### config.mk
export PLATFORM = sky130hd
export DESIGN_NAME = alu_dispatch
export DESIGN_NICKNAME = d
export VERILOG_FILES = /design/src/rtl/alu_pkg.sv /design/src/rtl/sync_bit.sv /design/src/rtl/alu_dispatch.sv
export SDC_FILE = /design/constraint.sdc
export NUM_CORES = 1
export LEC_CHECK = 0
export ABC_AREA = 1
export ABC_CLOCK_PERIOD_IN_PS = 3450
export BUFFER_PORTS_ARGS = -buffer_cell sky130_fd_sc_hd__buf_2
export CORE_MARGIN = 1.5
export CORE_UTILIZATION = 54
export DETAILED_ROUTE_END_ITERATION = 8
export PLACE_DENSITY = 0.91
export REMOVE_ABC_BUFFERS = 1
export SETUP_SLACK_MARGIN = 0.15
export SLEW_MARGIN = 10
export SYNTH_ARGS = -nofsm -noshare
export SYNTH_HDL_FRONTEND = slang
export SYNTH_HIERARCHICAL = 1
export SYNTH_SLANG_ARGS = --single-unit
### constraint.sdc
create_clock -name clk -period 3.45 [get_ports clk]
set_input_delay 0.345 -clock clk [delete_from_list [all_inputs] [get_ports clk]]
set_output_delay 0.345 -clock clk [all_outputs]
set_load 0.01 [all_outputs]
### src/rtl/alu_pkg.sv
// alu_pkg: shared dispatcher state encoding and functional-unit opcode constants
package alu_pkg;
  typedef enum logic [2:0] {ST_IDLE, ST_SETUP, ST_ASSERT, ST_RELEASE, ST_RESPOND} state_t;
  localparam logic [1:0] OP_COMP = 2'd0;
  localparam logic [1:0] OP_ADD  = 2'd1;
  localparam logic [1:0] OP_SUB  = 2'd2;
  localparam logic [1:0] OP_MUL  = 2'd3;
endpackage

### src/rtl/sync_bit.sv
// sync_bit: SYNC-deep flop chain bringing an asynchronous level into the clk domain
// Ports: clk, rst_n (async active-low), i_d raw level, o_q synchronized level
module sync_bit #(
  parameter int SYNC = 2
) (
  input  logic clk,
  input  logic rst_n,
  input  logic i_d,
  output logic o_q
);
  logic [SYNC-1:0] r_sync;
  always_ff @(posedge clk or negedge rst_n)
    if (!rst_n) r_sync <= '0;
    else r_sync <= {r_sync[SYNC-2:0], i_d};
  assign o_q = r_sync[SYNC-1];
endmodule

### src/rtl/alu_dispatch.sv
// alu_dispatch: sequences one host request through an enable/done handshake with a selected ALU unit
// Ports: host side start/opcode/a_in/b_in in, busy/result/result_valid/err out;
//        unit side data_out/unit_en out, unit_done (async levels)/unit_result in
module alu_dispatch import alu_pkg::*; #(
  parameter int NUNITS  = 4,
  parameter int OPW     = 2,
  parameter int RW      = 8,
  parameter int TIMEOUT = 64,
  parameter int SYNC    = 2
) (
  input  logic                 clk,
  input  logic                 rst_n,
  input  logic                 start,
  input  logic [OPW-1:0]       opcode,
  input  logic [3:0]           a_in,
  input  logic [3:0]           b_in,
  output logic                 busy,
  output logic [7:0]           data_out,
  output logic [NUNITS-1:0]    unit_en,
  input  logic [NUNITS-1:0]    unit_done,
  input  logic [NUNITS*RW-1:0] unit_result,
  output logic [RW-1:0]        result,
  output logic                 result_valid,
  output logic                 err
);
  localparam int TW = $clog2(TIMEOUT + 1);
  state_t            r_state, w_next;
  logic [OPW-1:0]    r_op;
  logic [TW-1:0]     r_timer;
  logic [RW-1:0]     r_latch, w_res;
  logic [NUNITS-1:0] w_sync, w_sel;
  logic              w_done, w_tmo, w_acc, w_bad, w_wait;
  for (genvar i = 0; i < NUNITS; i++) begin : g_sync
    sync_bit #(.SYNC(SYNC)) u_sync (.clk(clk), .rst_n(rst_n), .i_d(unit_done[i]), .o_q(w_sync[i]));
  end
  // Selection is masked so done levels from other units never reach the FSM
  assign w_sel  = NUNITS'(1) << r_op;
  assign w_done = |(w_sync & w_sel);
  assign w_acc  = (r_state == ST_IDLE) && start;
  assign w_bad  = 32'(opcode) >= NUNITS;
  assign w_wait = (r_state == ST_ASSERT) || (r_state == ST_RELEASE);
  // Abort on the TIMEOUT-th cycle spent waiting in the current state
  assign w_tmo  = r_timer == TW'(TIMEOUT - 1);
  always_comb begin
    w_res = '0;
    for (int k = 0; k < NUNITS; k++) w_res = w_sel[k] ? unit_result[k*RW +: RW] : w_res;
  end
  always_comb begin
    w_next = r_state;
    case (r_state)
      ST_IDLE:    if (start) w_next = w_bad ? ST_RESPOND : ST_SETUP;
      ST_SETUP:   w_next = ST_ASSERT;
      ST_ASSERT:  if (w_done || w_tmo) w_next = w_done ? ST_RELEASE : ST_RESPOND;
      ST_RELEASE: if (!w_done || w_tmo) w_next = ST_RESPOND;
      default:    w_next = ST_IDLE;
    endcase
  end
  always_ff @(posedge clk or negedge rst_n)
    if (!rst_n) begin
      r_state      <= ST_IDLE;
      r_op         <= '0;
      r_timer      <= '0;
      r_latch      <= '0;
      busy         <= 1'b0;
      data_out     <= '0;
      unit_en      <= '0;
      result       <= '0;
      result_valid <= 1'b0;
      err          <= 1'b0;
    end else begin
      r_state <= w_next;
      r_timer <= (w_next != r_state || !w_wait) ? '0 : (r_timer == TW'(TIMEOUT)) ? r_timer : r_timer + 1'b1;
      if (w_acc) begin
        r_op    <= opcode;
        r_latch <= '0;
        err     <= 1'b0;
      end
      if (w_acc && !w_bad) data_out <= {a_in, b_in};
      if (r_state == ST_ASSERT && w_done) r_latch <= w_res;
      busy         <= w_next != ST_IDLE;
      unit_en      <= (w_next == ST_ASSERT) ? w_sel : '0;
      result_valid <= w_next == ST_RESPOND;
      // Reaching RESPOND from anywhere but a clean RELEASE (done seen low) is an error
      if (w_next == ST_RESPOND) begin
        result <= (r_state == ST_IDLE) ? '0 : r_latch;
        err    <= (r_state != ST_RELEASE) || w_done;
      end
    end
endmodule
==> impl_metrics.ini, run 1 <==
[routing]
drcViolationCount = 0
wire_per_inst_um = 12.4
wl_mm = 4.77
num_vias = 1925
dr.pass1.iters = 4
ant_nets = 0
viasPerCell = 5.01
initialDrtViolationCount = 171

[floorplanning]
chipHeight_um = 67.9
initial_core_util_pct = 56.4
die_w_um = 67.9
dieArea_mm2 = 0.00461
core_area_mm2 = 0.00403
rows = 23
io_pins = 72

[sta]
finalWorstSetupSlack_ns = 1.46
finalHoldViolCount = 0
relSlewSlack_pct = 28.9
finalCritPeriodShare_pct = 57.7
fin_hold_ws_ns = 0.138
worst_pin_slew_ns = 1.07
fmax_ghz = 0.503
setup_viol = 0
min_period_ns = 1.99
fin_tns_setup_ns = 0
finalMaxSlewViolations = 0
skew_ns = 0.00544
rsz0062_at_grt = false

[finish]
flow.area_growth_from_synthesis_pct = 20.6
drive_gt1_share_pct = 27.8
final_area_mm2 = 0.00274
layout.nets = 384
layout_common_cells = nand2_1, buf_2, dfrtp_1, nor2_1
antenna_cells = 0
layout_commonest_cell = nand2_1

[hold_path]
hold_class = input port to flop

[critical_path]
reg2reg_depth = 9
worstPathRequired_ns = 3.68
startpoint = r_op[1]
crit_path_max_fanout = 21
reg2reg_from = r_op[1]
r2r_slack_ns = 1.46
cp-end-kind = flop
crit_arrival_ns = 2.22
start_kind = flop
crit_end = r_timer[2]
path_class = flop to flop
r2r_end = r_timer[2]

[power]
power_density_mw_per_mm2 = 769
pwr-share-clk_pct = 17.4
p_seq_share_pct = 42.2
combPwrFrac_pct = 40.4
leakagePower_nw = 1.48
total_power_mw = 2.11
switching_share_pct = 40.5
p_int_mw = 1.25
switchingPower_uw = 854
ir_drop_mv = 0.410

[cts]
cts_hold_buf = 0
clk_pin_slew_ns = 0.08
cts_max_level = 2
clockBufferDepth = 2
post_cts_resized = 0
postCtsSetupBuffers = 0
insertion_delay_ns = 0.31
cts_num_sinks = 51
cts_tree = done
cts-root-buf = clkbuf_8
cts_inserted_buffers = 5

[logic_synthesis]
yosysWarnings = 6
synth_cells = 263
syn_area_per_cell_um2 = 8.64
yosysSeqAreaShare_pct = 56.1
netlist_area_mm2 = 0.00227
synth_cell_type_count = 29
ys_seq_elements = 51

[place]
pre_cts_ws_ns = 1.50
place_congestion = 0.805
hpwl_mm = 3.66
place_area_mm2 = 0.00264
numPortBuffers = 71

[global_route]
grt_use_total_pct = 23.1
grt_remaining_overflow = 0
grt_max_degree = 52
grt_pass1_vias = 1799
grt_pass1_wl_mm = 7.71
grt_antenna_before_repair = 0

[flow_run]
drv_cap = 0

[status]
status = finished, final reports clean
-- critical path, cell delays in order (launching register included) --
cell and delay, ns:
dfrtp_1 0.47, inv_1 0.31, nand3_1 0.15, nand2_2 0.13, nor2_4 0.05, nor2_2 0.11, nor2_2 0.05, nand2_2 0.30
nand3_2 0.21, nor2_1 0.14
-- layer usage --
metal	global-route usage [%]	wire length (um)	vias up	share of wire, %
met2	38.6	2340	65	49
met5	0	0	-	0
met4	9.50	68	0	1.4
met3	7.07	375	9	7.9
met1	27.8	1980	867	42
li1	-	-	984	-
-- worst min-delay path by stage --
stage          depth (start not counted)                  startpoint  slack [ns]                         end
6_report                               1                unit_done[2]        0.14  g_sync[2].u_sync/r_sync[0]
5_1_grt                                1                unit_done[0]        0.13  g_sync[0].u_sync/r_sync[0]
4_1_cts                                1                unit_done[2]        0.13  g_sync[2].u_sync/r_sync[0]
3_5_place_dp                           0  g_sync[3].u_sync/r_sync[0]        0.35  g_sync[3].u_sync/r_sync[1]
3_3_place_gp                           0  g_sync[3].u_sync/r_sync[0]        0.33  g_sync[3].u_sync/r_sync[1]
2_1_floorplan                          0                       rst_n        0.05                        busy
-- cell families (layout without fill, tap and decap cells) --
logic type      Yosys count  after routing  synth area share, %
simple gates            143            143                 26.5
flops                    51             51                 56.1
compound gates           35             35                 8.97
buf+inv                  27             98                 5.34
xor+xnor                  5              5                 1.93
fa+ha+maj                 2              2                 1.10
-- cells in the mapped netlist, drive strengths merged --
| cell | n | share of area, % |
|---|---|---|
| nand2 | 84 | 14 |
| or2 | 2 | 0.55 |
| xnor2 | 1 | 0.39 |
| dfrtp | 51 | 56 |
| a21oi | 1 | 0.39 |
| clkbuf | 1 | 0.16 |
| o22ai | 1 | 0.28 |
| o21ai | 26 | 6.1 |
| a31oi | 1 | 0.28 |
| xor2 | 4 | 1.5 |
| buf | 7 | 2.0 |
| nand3 | 18 | 4.2 |
| nand4 | 1 | 0.28 |
| o211ai | 5 | 1.7 |
| nor3 | 4 | 0.88 |
| o31ai | 1 | 0.33 |
| nand3b | 1 | 0.33 |
| ha | 2 | 1.1 |
| inv | 19 | 3.1 |
| nor2 | 33 | 6.1 |
-- power by group through the flow --
stage	Clock, mW	Combinational, mW	Sequential, mW
floorplan	0	0.539	0.927
global placement	0	0.826	0.888
detailed placement	0	0.855	0.894
CTS	0.374	0.857	0.887
global route	0.400	0.973	0.910
finish	0.367	0.852	0.890
-- final cells by class --
class	instances	area [um^2]
Inverter	19	71.3
Timing Repair Buffer	71	355
Multi-Input combinational cell	185	876
Fill cell	333	1290
Sequential cell	51	1280
Clock buffer	8	100
Tap cell	50	62.6
-- through the flow --
stage / std cells / utilization, %
final: 384 / 68.0
after global routing: 384 / 68.0
after CTS: 384 / 68.0
after detailed placement: 376 / 65.6
after global placement: 376 / 65.6
after floorplan: 255 / -
-- sequential cells by signal, summed over array words and instances (netlist names) --
name / count
r_op: 2
r_timer: 7
result_valid: 1
result: 8
r_state: 3
data_out: 8
err: 1
busy: 1
r_latch: 8
unit_en: 4
g_sync.u_sync/r_sync: 8
Note: power is estimated with default switching activity, not from simulation.
==> inputs of run 2 (changes only) <==
--- a/config.mk
+++ b/config.mk
@@ -6,12 +6,12 @@
 export NUM_CORES = 1
 export LEC_CHECK = 0
 export ABC_AREA = 1
-export ABC_CLOCK_PERIOD_IN_PS = 3450
+export ABC_CLOCK_PERIOD_IN_PS = 1600
 export BUFFER_PORTS_ARGS = -buffer_cell sky130_fd_sc_hd__buf_2
 export CORE_MARGIN = 1.5
-export CORE_UTILIZATION = 54
+export CORE_UTILIZATION = 45
 export DETAILED_ROUTE_END_ITERATION = 8
-export PLACE_DENSITY = 0.91
+export PLACE_DENSITY = 0.82
 export REMOVE_ABC_BUFFERS = 1
 export SETUP_SLACK_MARGIN = 0.15
 export SLEW_MARGIN = 10
==> constraint.sdc (replaced) <==
create_clock -name clk -period 1.6 [get_ports clk]
set_input_delay 0.16 -clock clk [delete_from_list [all_inputs] [get_ports clk]]
set_output_delay 0.16 -clock clk [all_outputs]
set_load 0.01 [all_outputs]
==> run 2 against run 1 <==
Global-route usage shrank 2.4 points; final cell count is 11% higher; utilization fell by 1.4 points; sequential power increased by 110%.
==> impl_metrics.ini, run 2 (synthesized netlist as in run 1, its figures left out) <==
[critical_path]
cp-end-kind = flop
worstPathRequired_ns = 1.80
slowest_delay_ns = 0.47
r2r_end = unit_en[3]
r2r_slack_ns = 0.03
start_kind = flop
critPathTopFamily = simple AND/OR/NAND/NOR gates
path_cells = nor2_4 -> nand2_1 -> nand2_2 -> nor2_4 -> buf_4 -> nor3_1 -> nor2_2 -> nand2_2 -> nor2_1
crit_arrival_ns = 1.77
reg2reg_from = r_op[0]
crit_buf_inv = 1
crit_path_max_fanout = 6
slowest_stage = dfrtp_2
path_class = flop to flop
reg2reg_depth = 9

[finish]
drive_gt1_share_pct = 40.3
flow.area_growth_from_synthesis_pct = 40.3
nFillCells = 382
layout.nets = 410
layout_common_cells = nand2_1, buf_2, dfrtp_1, nor2_1, buf_4
antenna_cells = 0
layout_commonest_cell = nand2_1

[power]
leakagePower_nw = 1.66
p_int_mw = 3.31
pwr-share-clk_pct = 19.2
total_power_mw = 5.47
p_seq_share_pct = 34.8
switchingPower_mw = 2.16
switching_share_pct = 39.4
combPwrFrac_pct = 46.0
power_density_mw_per_mm2 = 1710
ir_drop_mv = 1.25

[hold_path]
hold_class = input port to flop
hold_depth = 3
whs_endpoint = data_out[7]
holdCritStartpoint = a_in[3]

[global_route]
grt_remaining_overflow = 0
grt_antenna_before_repair = 0
grt_pass1_vias = 2061
grt_max_degree = 31
grt_use_total_pct = 20.7
grt_pass1_wl_mm = 8.63

[routing]
ant_nets = 0
drcViolationCount = 0
initialDrtViolationCount = 47
viasPerCell = 4.85
wl_mm = 5.59
num_vias = 2069
dr.pass1.iters = 4
wire_per_inst_um = 13.1

[sta]
finalMaxSlewViolations = 0
rsz0062_at_grt = true
relSlewSlack_pct = 66.5
worst_pin_slew_ns = 0.503
fin_hold_ws_ns = 0.0360
finalHoldViolCount = 0
min_period_ns = 1.57
finalCritPeriodShare_pct = 97.8
setup_viol = 0
fmax_ghz = 0.639
skew_ns = 0.00881

[cts]
cts_inserted_buffers = 5
clk_pin_slew_ns = 0.10
clockBufferDepth = 2
cts_num_sinks = 51
cts_max_level = 2
cts_tree = done
cts-root-buf = clkbuf_8
insertion_delay_ns = 0.31

[place]
place_congestion = 0.818
numPortBuffers = 71
hpwl_mm = 3.81

[floorplanning]
rows = 25
die_w_um = 74.1
io_pins = 72
chipHeight_um = 74.1
dieArea_mm2 = 0.00549
initial_core_util_pct = 47.5
core_area_mm2 = 0.00479

[flow_run]
drv_cap = 0

[status]
status = finished, final reports clean
[run 2: per-layer routing]
layer  vias up  part of all wire (%)  GRT usage (%)
met4         0                   1.4           6.17
met5         -                     0              0
met1       948                    41           25.2
met3         9                   7.6           6.50
li1       1034                     -              -
met2        78                    50           35.1
[run 2: worst reg2reg max path, stage by stage, from the launching register on]
cell	delay (ns)
dfrtp_2	0.47
nor2_4	0.13
nand2_1	0.08
nand2_2	0.09
nor2_4	0.06
buf_4	0.13
nor3_1	0.24
nor2_2	0.11
nand2_2	0.11
nor2_1	0.05
[run 2: cell type report]
cell class                 count  area (um^2)  share of cell area, %
timing repair buffer          97          627                   19.7
multi-input combinational    185          990                   31.0
clock inverter                 3         67.6                   2.12
sequential                    51         1280                   40.1
inverter                      19         73.8                   2.31
tap                           67         83.8                   2.63
clock buffer                   5         68.8                   2.16
[run 2: through the flow]
step	util, %	worst slack, ns	cells	area [um^2]	setup TNS (ns)
floorplan	-	-0.0691	255	2220	-0.483
global placement	57.7	0.102	403	2760	0
detailed placement	57.7	0.0121	403	2760	0
CTS	63.3	0.0749	421	3030	0
global route	66.6	-0.0486	427	3190	-0.429
finish	66.6	0.0349	427	3190	0
[run 2: worst max path at each step]
stage                     startpoint    endpoint  slack (ns)  cells past startpoint
after CTS                    r_op[0]  unit_en[3]        0.07                      8
after global placement    r_timer[0]   result[4]        0.10                      9
after floorplan              r_op[1]  r_timer[0]       -0.07                      9
after detailed placement  r_timer[0]   result[4]        0.01                      9
final                        r_op[0]  unit_en[3]        0.03                      9
after global routing         r_op[0]  unit_en[3]       -0.05                      9
[run 2: power by group through the flow]
stage	clock network, mW	registers (mW)	logic (mW)
after global routing	1.11	1.95	2.81
final	1.05	1.90	2.52
after CTS	1.07	1.88	2.20
after detailed placement	0	1.89	2.06
after global placement	0	1.89	1.99
after floorplan	0	2.00	1.16
[run 2: what timing repair did]
item | CTS | global route
endpoints found under the hold margin | 25 | 0
setup buffers | 5 | 4
gates cloned | 0 | 2
resized for setup | 10 | 30
setup endpoints to repair | 22 | 32
hold buffers | 5 | 0
pin swaps | 1 | 7
